[src/rtl/fifo_pkg.sv]
// Shared defaults and FSM state encoding for the FIFO word packer.
package fifo_pkg;
    localparam int DATA_WIDTH_DEF = 8;
    localparam int LANES_DEF      = 4;

    typedef enum logic [1:0] {
        S_REQ = 2'd0,
        S_CAP = 2'd1,
        S_OUT = 2'd2
    } pack_state_e;
endpackage

[src/rtl/fifo_word_packer_if.sv]
// Packer bus: FIFO read side (rd_en/data_out/empty), flush request and the packed-word valid/ready output.
interface fifo_word_packer_if
    import fifo_pkg::*;
#(
    parameter int DATA_WIDTH = DATA_WIDTH_DEF,
    parameter int LANES      = LANES_DEF
) ();
    logic                        fifo_empty;
    logic [DATA_WIDTH-1:0]       fifo_data_out;
    logic                        fifo_rd_en;
    logic                        flush;
    logic [DATA_WIDTH*LANES-1:0] word_data;
    logic [LANES-1:0]            word_keep;
    logic                        word_valid;
    logic                        word_ready;

    modport master (
        input  fifo_empty, fifo_data_out, flush, word_ready,
        output fifo_rd_en, word_data, word_keep, word_valid
    );

    modport slave (
        output fifo_empty, fifo_data_out, flush, word_ready,
        input  fifo_rd_en, word_data, word_keep, word_valid
    );
endinterface

[src/rtl/fifo_word_packer.sv]
// Packs LANES FIFO entries into one word (first word valid 2*LANES cycles after the first read, lane 0 in the LSBs).
// Holds the word until word_ready with no reads meanwhile; flush emits a partial word once the FIFO runs empty.
module fifo_word_packer
    import fifo_pkg::*;
#(
    parameter int DATA_WIDTH = DATA_WIDTH_DEF,
    parameter int LANES      = LANES_DEF
) (
    input  logic               clk,
    input  logic               reset,
    fifo_word_packer_if.master pk_if
);
    localparam int            CW   = $clog2(LANES + 1);
    localparam logic [CW-1:0] LAST = CW'(LANES - 1);

    pack_state_e                      state_q;
    logic [CW-1:0]                    count_q, count_d;
    logic [LANES-1:0][DATA_WIDTH-1:0] lanes_q;
    logic [LANES-1:0]                 keep_q;
    logic [LANES-1:0]                 flush_keep;
    logic                             valid_q;

    assign count_d    = count_q + CW'(1);
    assign flush_keep = (LANES'(1) << count_q) - LANES'(1);

    // Reads only from S_REQ, so every strobe is followed by at least one idle cycle.
    assign pk_if.fifo_rd_en = (state_q == S_REQ) && !pk_if.fifo_empty && !reset;
    assign pk_if.word_data  = lanes_q;
    assign pk_if.word_keep  = keep_q;
    assign pk_if.word_valid = valid_q;

    always_ff @(posedge clk) begin
        if (reset) begin
            state_q <= S_REQ;
            count_q <= '0;
            lanes_q <= '0;
            keep_q  <= '0;
            valid_q <= 1'b0;
        end else begin
            unique case (state_q)
                S_REQ: begin
                    if (!pk_if.fifo_empty) begin
                        state_q <= S_CAP;
                    end else if (pk_if.flush && (count_q != '0)) begin
                        state_q <= S_OUT;
                        keep_q  <= flush_keep;
                        valid_q <= 1'b1;
                    end
                end
                S_CAP: begin
                    for (int i = 0; i < LANES; i++) begin
                        if (count_q == CW'(i)) lanes_q[i] <= pk_if.fifo_data_out;
                    end
                    count_q <= count_d;
                    if (count_q == LAST) begin
                        state_q <= S_OUT;
                        keep_q  <= '1;
                        valid_q <= 1'b1;
                    end else begin
                        state_q <= S_REQ;
                    end
                end
                S_OUT: begin
                    // Clearing lanes here keeps unfilled lanes of a later partial word at zero.
                    if (pk_if.word_ready) begin
                        state_q <= S_REQ;
                        count_q <= '0;
                        lanes_q <= '0;
                        keep_q  <= '0;
                        valid_q <= 1'b0;
                    end
                end
                default: state_q <= S_REQ;
            endcase
        end
    end
endmodule
[src/flat_wrapper.sv]
// flat-port wrapper written by rule: the top's interface ports become plain ports
module fifo_word_packer_flat import fifo_pkg::*;
#(
    parameter int DATA_WIDTH = DATA_WIDTH_DEF,
    parameter int LANES      = LANES_DEF
)
  (clk, reset, pk_if_fifo_empty, pk_if_fifo_data_out, pk_if_flush, pk_if_word_ready, pk_if_fifo_rd_en, pk_if_word_data, pk_if_word_keep, pk_if_word_valid);
  fifo_word_packer_if #(.DATA_WIDTH(DATA_WIDTH), .LANES(LANES)) pk_if_i ();
  input  logic clk;
  input  logic reset;
  input wire logic [$bits(pk_if_i.fifo_empty)-1:0] pk_if_fifo_empty;
  input wire logic [$bits(pk_if_i.fifo_data_out)-1:0] pk_if_fifo_data_out;
  input wire logic [$bits(pk_if_i.flush)-1:0] pk_if_flush;
  input wire logic [$bits(pk_if_i.word_ready)-1:0] pk_if_word_ready;
  output wire logic [$bits(pk_if_i.fifo_rd_en)-1:0] pk_if_fifo_rd_en;
  output wire logic [$bits(pk_if_i.word_data)-1:0] pk_if_word_data;
  output wire logic [$bits(pk_if_i.word_keep)-1:0] pk_if_word_keep;
  output wire logic [$bits(pk_if_i.word_valid)-1:0] pk_if_word_valid;
  assign pk_if_i.fifo_empty = pk_if_fifo_empty;
  assign pk_if_i.fifo_data_out = pk_if_fifo_data_out;
  assign pk_if_i.flush = pk_if_flush;
  assign pk_if_i.word_ready = pk_if_word_ready;
  assign pk_if_fifo_rd_en = pk_if_i.fifo_rd_en;
  assign pk_if_word_data = pk_if_i.word_data;
  assign pk_if_word_keep = pk_if_i.word_keep;
  assign pk_if_word_valid = pk_if_i.word_valid;
  fifo_word_packer #(.DATA_WIDTH(DATA_WIDTH), .LANES(LANES)) u_core (.clk(clk), .reset(reset), .pk_if(pk_if_i));
endmodule
[config.mk]
export PLATFORM = sky130hd
export DESIGN_NAME = fifo_word_packer_flat
export DESIGN_NICKNAME = d
export VERILOG_FILES = /design/src/rtl/fifo_pkg.sv /design/src/rtl/fifo_word_packer_if.sv /design/src/rtl/fifo_word_packer.sv /design/src/flat_wrapper.sv
export SDC_FILE = /design/constraint.sdc
export NUM_CORES = 1
export LEC_CHECK = 0
export ABC_CLOCK_PERIOD_IN_PS = 1660
export CAP_MARGIN = 5
export CORE_MARGIN = 8
export CORE_UTILIZATION = 43
export DETAILED_ROUTE_END_ITERATION = 6
export PLACE_DENSITY = 0.75
export SLEW_MARGIN = 5
export SYNTH_ARGS = -nofsm -noshare
export SYNTH_HDL_FRONTEND = slang
export SYNTH_SLANG_ARGS = --single-unit
[constraint.sdc]
create_clock -name clk -period 1.66 [get_ports clk]
set_input_delay 0.415 -clock clk [delete_from_list [all_inputs] [get_ports clk]]
set_output_delay 0.415 -clock clk [all_outputs]
set_load 0.05 [all_outputs]
==> impl_metrics.py, run 1 <==
metrics = {
    "cts": {
        "ctsHoldBuffers": 0,
        "clk_pin_slew_ns": 0.09,
        "clockBufferDepth": 2,
        "clock_latency_ns": 0.29,
        "htreeDepth": 2,
        "cts_tree": "done",
        "cts-root-buf": "clkbuf_8",
        "cts_sinks": 42,
        "cts_buffers": 5,
    },
    "setup_path": {
        "path_class": "flop to output port",
        "critPathMaxFanout": 5,
        "end_kind": "output port",
        "required_ns": 1.24,
        "crit_arrival_ns": 1.26,
        "start_kind": "flop",
    },
    "synth": {
        "syn_inst": 195,
        "synthTopCellsByCount": "dfxtp_1 (42), nor2_1 (38), mux2i_1 (32)",
        "yosysTopAreaCellShare_pct": 44.0,
        "synth_area_leader_cell": "dfxtp_1",
        "yosysSeqAreaShare_pct": 44.0,
        "ys_warn_count": 0,
        "synth_area_sq_um": 1910,
        "syn_nets": 216,
        "ys_ff_latch": 42,
        "synth_async_sr_flop_share_pct": 0,
        "yosysUniqueCellTypes": 35,
        "synth-edff-count": 0,
        "yosys_most_used_dff": "dfxtp_1",
        "synth_most_common_cell": "dfxtp_1",
        "synth_area_per_cell_sq_um": 9.80,
        "synthTopCellsByArea": "dfxtp_1 (44%), mux2i_1 (17%), nor2_1 (7.5%), ha_1 (5.2%), nor2b_1 (3.3%)",
    },
    "place": {
        "gp_congestion": 0.774,
        "io_buffers": 50,
        "place_hpwl_microns": 3330,
    },
    "sta": {
        "finalClockSkew_ns": 0.00860,
        "worst_slack_ns": -0.0119,
        "finalMaxSlewViolations": 0,
        "hold_viol": 0,
        "max_freq_ghz": 0.598,
        "slew_headroom_pct": 71.4,
        "tightestPinTransition_ns": 0.429,
        "finalCritPeriodShare_pct": 101,
        "rsz0062_at_grt": "yes",
        "setup_tns_ns": -0.0119,
        "setup_viol": 1,
        "period_minus_slack_ns": 1.67,
    },
    "floorplanning": {
        "core.rowCount": 24,
        "io_pins": 51,
        "die-area_sq_um": 6840,
        "core_area_sq_um": 4320,
        "die_h_microns": 82.7,
        "die_w_microns": 82.7,
        "start_util_pct": 44.2,
    },
    "min_path": {
        "hp-class": "flop to flop",
    },
    "route": {
        "drtIter0Drc": 51,
        "route.detailed.drc": 0,
        "dr.pass1.iters": 4,
        "vias": 1580,
        "drtAntennaViolNets": 0,
        "vias_per_cell": 4.88,
        "wl_per_cell_microns": 14.3,
        "finalWirelength_microns": 4640,
    },
    "status": {
        "outcome": "complete, but fails checks",
        "violations": "negative setup slack",
    },
    "cells_and_area": {
        "fin_nets": 292,
        "insertedDiodeCount": 0,
        "area_growth_pct": 49.1,
        "layout-drive-gt1-share_pct": 34.9,
    },
    "global_route": {
        "grt_max_degree": 43,
        "grt_pass1_wl_microns": 7470,
        "grt_pass1_vias": 1592,
        "antenna_found_initial": 0,
        "grt_overflow": 0,
        "grt_usage_pct": 14.0,
    },
    "power": {
        "peakVddDrop_mv": 0.730,
        "p_leak_nw": 1.19,
        "power_density_nw_per_um2": 1190,
        "finalPower_mw": 3.40,
    },
    "flow_run": {
        "maxCapViolCount": 0,
    },
}
==> final timing paths <==
path,from,to,slack [ns],cells after the start
max reg2reg,u_core.state_q[0],u_core.pk_if.word_data[22],0.05,8
min reg2reg,u_core.pk_if.word_data[30],u_core.pk_if.word_data[30],0.50,2
min,u_core.pk_if.word_data[30],u_core.pk_if.word_data[30],0.50,2
max,u_core.state_q[1],pk_if_fifo_rd_en,-0.01,4
==> cells in the final DEF (no fill, tap or decap), types with 2 or more instances in the layout <==
cell | Yosys | routed
clkdlybuf4s50_1 | 0 | 10
inv_1 | 7 | 5
buf_12 | 0 | 10
a21oi_1 | 8 | 8
dlygate4sd2_1 | 0 | 2
nand2b_1 | 6 | 6
dfxtp_2 | 0 | 4
a21oi_4 | 3 | 3
o21ai_0 | 3 | 3
ha_1 | 8 | 2
buf_4 | 0 | 55
inv_2 | 0 | 2
ha_2 | 0 | 5
nand2_1 | 3 | 3
nor2_1 | 38 | 38
a211oi_1 | 5 | 5
mux2i_1 | 32 | 32
dfxtp_1 | 42 | 38
nor2b_1 | 10 | 10
clkbuf_8 | 0 | 5
==> routing by layer <==
layer	track usage, %	routed length, microns	vias to the layer above
met1	15.6	1970	726
met3	5.30	363	5
met5	0	0	-
met4	2.59	27	0
li1	-	-	811
met2	25.0	2280	38
==> area by class of cell <==
| type | instances | area, sq um |
|---|---|---|
| Clock buffer | 5 | 68.8 |
| Fill cell | 364 | 1470 |
| Inverter | 7 | 26.3 |
| Timing Repair Buffer | 78 | 742 |
| Clock inverter | 3 | 48.8 |
| Tap cell | 52 | 65.1 |
| Sequential cell | 42 | 846 |
| Multi-Input combinational cell | 137 | 1050 |
==> flip-flops by register name, summed over array words and instances (netlist names) <==
signal,cells
u_core.count_q,3
u_core.pk_if.word_data,32
u_core.pk_if.word_keep,4
u_core.pk_if.word_valid,1
u_core.state_q,2
==> critical path, cell delays in order, from the launching register on <==
cell and delay (ns):
dfxtp_2 0.34, inv_2 0.09, ha_4 0.16, nor3b_4 0.22
buf_12 0.16
==> logic make-up (layout without fill, tap and decap cells) <==
logic type	Yosys count	in the layout	share of synthesized area, %
buffers and inverters	16	93	3.40
DFF	42	42	44.0
adders and majority gates	8	8	5.24
AOI/OAI and AO/OA	29	29	11.8
xor gates and xnor gates	1	1	0.458
muxes	33	33	17.9
and+or+nand+nor	66	66	17.1
==> per-stage QoR <==
step                      util, %  setup WS, ns  std cells  cell area [sq um]  hold slack [ns]
after global routing         65.9       -0.0695        324               2850            0.535
after CTS                    65.2       -0.0209        322               2820            0.509
final                        65.9       -0.0119        324               2850            0.503
after global placement       61.4        -0.167        313               2660            0.475
after detailed placement     61.4        -0.194        313               2660            0.485
after floorplan                 -        0.0609        195               1920            0.467
==> what timing repair did <==
item                                    CTS  global route
cloned                                    0             0
gates resized for setup                  12             8
pin swaps                                 2             3
setup buffers                             1             2
endpoints found under the setup margin   30            37
==> report_power, final <==
| part | total, mW | leakage [nW] | internal, mW | switching, mW |
|---|---|---|---|---|
| combinational | 1.37 | 0.792 | 0.601 | 0.772 |
| sequential | 1.18 | 0.344 | 1.12 | 0.0665 |
| clock | 0.843 | 0.0563 | 0.459 | 0.384 |
| total | 3.40 | 1.19 | 2.18 | 1.22 |
No activity file was read; power rests on OpenSTA's default activity.
==> run 2, diff against run 1 <==
Settings changed: ABC_CLOCK_PERIOD_IN_PS 1660 to 1400.
Clock period 1.66 ns to 1.4 ns, I/O delays scaled along.
==> impl_metrics.py, run 2 (synthesis gave the netlist of run 1 again) <==
metrics = {
    "flow_run": {
        "maxCapViolCount": 0,
    },
    "sta": {
        "max_freq_ghz": 0.601,
        "setup_viol": 39,
        "hold_viol": 0,
        "worst_slack_ns": -0.265,
        "tightestPinTransition_ns": 0.445,
        "finalMaxSlewViolations": 0,
        "finalClockSkew_ns": 0.00569,
        "period_minus_slack_ns": 1.66,
        "holdWs_ns": 0.537,
        "finalCritPeriodShare_pct": 119,
        "rsz0062_at_grt": "yes",
        "slew_headroom_pct": 70.3,
    },
    "power": {
        "p_leak_nw": 1.33,
        "seqPwrFrac_pct": 32.8,
        "p_comb_share_pct": 45.6,
        "power_frac_clock_pct": 21.6,
        "power.internal_mw": 2.90,
        "p_sw_mw": 1.60,
        "power_density_nw_per_um2": 1290,
        "switching_share_pct": 35.6,
        "peakVddDrop_mv": 0.861,
    },
    "setup_path": {
        "required_ns": 1.56,
        "path_buf_inv": 3,
        "ff2ff_path_depth": 8,
        "max_stage_delay_ns": 0.38,
        "crit_top_cell": "buf_12",
        "slowest_stage": "dfxtp_4",
        "end_kind": "flop",
        "cp.depth": 8,
        "critPathTopFamily": "multiplexers",
        "crit_chain": "inv_4, ha_4, mux2i_4, buf_12, a21oi_4, buf_12, mux2i_2, nor2_1",
        "crit_arrival_ns": 1.82,
        "start_kind": "flop",
        "critPathMaxFanout": 8,
        "path_class": "flop to flop",
    },
    "cells_and_area": {
        "finalInstanceArea_sq_um": 3480,
        "final_cell_mix": "buf_12 (41), nor2_1 (38), dfxtp_1 (38)",
        "final_common_cell": "buf_12",
        "largest_reg_flops": 32,
        "area_growth_pct": 82.2,
        "layout-drive-gt1-share_pct": 43.5,
        "fin_nets": 296,
        "insertedDiodeCount": 0,
        "nFillCells": 234,
    },
    "floorplanning": {
        "die_h_microns": 82.7,
        "core_area_sq_um": 4320,
        "start_util_pct": 44.2,
        "die_w_microns": 82.7,
        "core.rowCount": 24,
        "die-area_sq_um": 6840,
        "io_pins": 51,
    },
    "route": {
        "drtAntennaViolNets": 0,
        "route.detailed.drc": 0,
        "wl_per_cell_microns": 17.6,
        "finalWirelength_microns": 5780,
        "drtIter0Drc": 56,
        "vias": 1727,
        "dr.pass1.iters": 4,
        "vias_per_cell": 5.27,
    },
    "status": {
        "violations": "negative setup slack",
        "outcome": "complete, but fails checks",
    },
    "global_route": {
        "grt_usage_pct": 17.6,
        "grt_use_met3_pct": 6.17,
        "grt_overflow": 0,
        "use_met1_pct": 19.0,
        "busiest_layer": "met2",
        "grt_max_degree": 43,
        "grt_pass1_vias": 1855,
        "antenna_found_initial": 0,
        "use_met2_pct": 31.3,
        "grt_pass1_wl_microns": 9160,
    },
    "place": {
        "gp_congestion": 0.764,
        "place_hpwl_microns": 3740,
        "placed_cell_area_sq_um": 3080,
        "io_buffers": 50,
    },
    "cts": {
        "cts-root-buf": "clkbuf_8",
        "cts_buffers": 5,
        "clk_pin_slew_ns": 0.08,
        "clock_latency_ns": 0.29,
        "ctsHoldBuffers": 0,
        "cts_sinks": 42,
        "cts_tree": "done",
        "clockBufferDepth": 2,
        "htreeDepth": 2,
    },
    "min_path": {
        "hold_depth": 2,
        "hp-class": "flop to flop",
    },
}
==> run 2: cell count changes in the layout (fill, tap and decap cells not counted), moves of 4 or more <==
cell and delta:
ha_4 +5, mux2i_2 +4, buf_6 +9, mux2i_1 -4
buf_4 -36, dfxtp_4 +4, dfxtp_2 -4, buf_12 +31
ha_2 -4
==> run 2: area by class of cell <==
cell class                      count  area (sq um)  area share [%]
Multi-Input combinational cell    137          1220            35.1
Clock buffer                        5          68.8            1.98
Timing Repair Buffer               82          1190            34.3
Tap cell                           52          65.1            1.87
Clock inverter                      3          43.8            1.26
Inverter                            7          31.3           0.898
Sequential cell                    42           856            24.6
==> run 2: power by group through the flow <==
stage          Clock, mW  Sequential [mW]  Combinational (mW)
5_1_grt             1.03             1.49                2.15
3_5_place_dp           0             1.49                1.78
2_1_floorplan          0             1.82               0.636
6_report           0.972             1.47                2.05
3_3_place_gp           0             1.49                1.75
4_1_cts            0.979             1.47                2.00
==> run 2: repair_timing <==
| action | in CTS | in global routing |
|---|---|---|
| buffers inserted | 11 | 1 |
| cloned | 0 | 0 |
| resized for setup | 30 | 14 |
| endpoints found under the setup margin | 42 | 42 |
| hold endpoints to repair | 0 | 0 |
| pin swaps | 16 | 18 |
==> run 2: routing by layer <==
layer / share of wire, % / vias up
met5: 0 / -
met4: 1.3 / 0
met3: 7.0 / 8
met2: 53 / 54
met1: 39 / 841
li1: - / 824
==> run 2: stage by stage <==
step / setup WS [ns] / setup TNS (ns) / instances / utilization, % / power (mW)
floorplan: -0.0983 / -3.06 / 195 / - / 2.46
global placement: -0.413 / -13.86 / 309 / 71.2 / 3.24
detailed placement: -0.457 / -15.31 / 309 / 71.2 / 3.28
CTS: -0.208 / -5.82 / 327 / 79.2 / 4.44
global route: -0.304 / -8.79 / 328 / 80.6 / 4.67
finish: -0.265 / -6.49 / 328 / 80.6 / 4.49
==> run 2: worst paths after layout <==
kind                                               from                          to  slack (ns)
worst min-delay path            u_core.pk_if.word_valid     u_core.pk_if.word_valid        0.54
worst max-delay path                  u_core.state_q[0]  u_core.pk_if.word_data[10]       -0.26
worst max register to register        u_core.state_q[0]  u_core.pk_if.word_data[10]       -0.26
worst min register to register  u_core.pk_if.word_valid     u_core.pk_if.word_valid        0.54
==> run 2: tightest hold or removal path, cell delays in order, from the launching register on <==
cell,delay (ns)
dfxtp_1,0.34
a21oi_2,0.11
a311oi_1,0.04
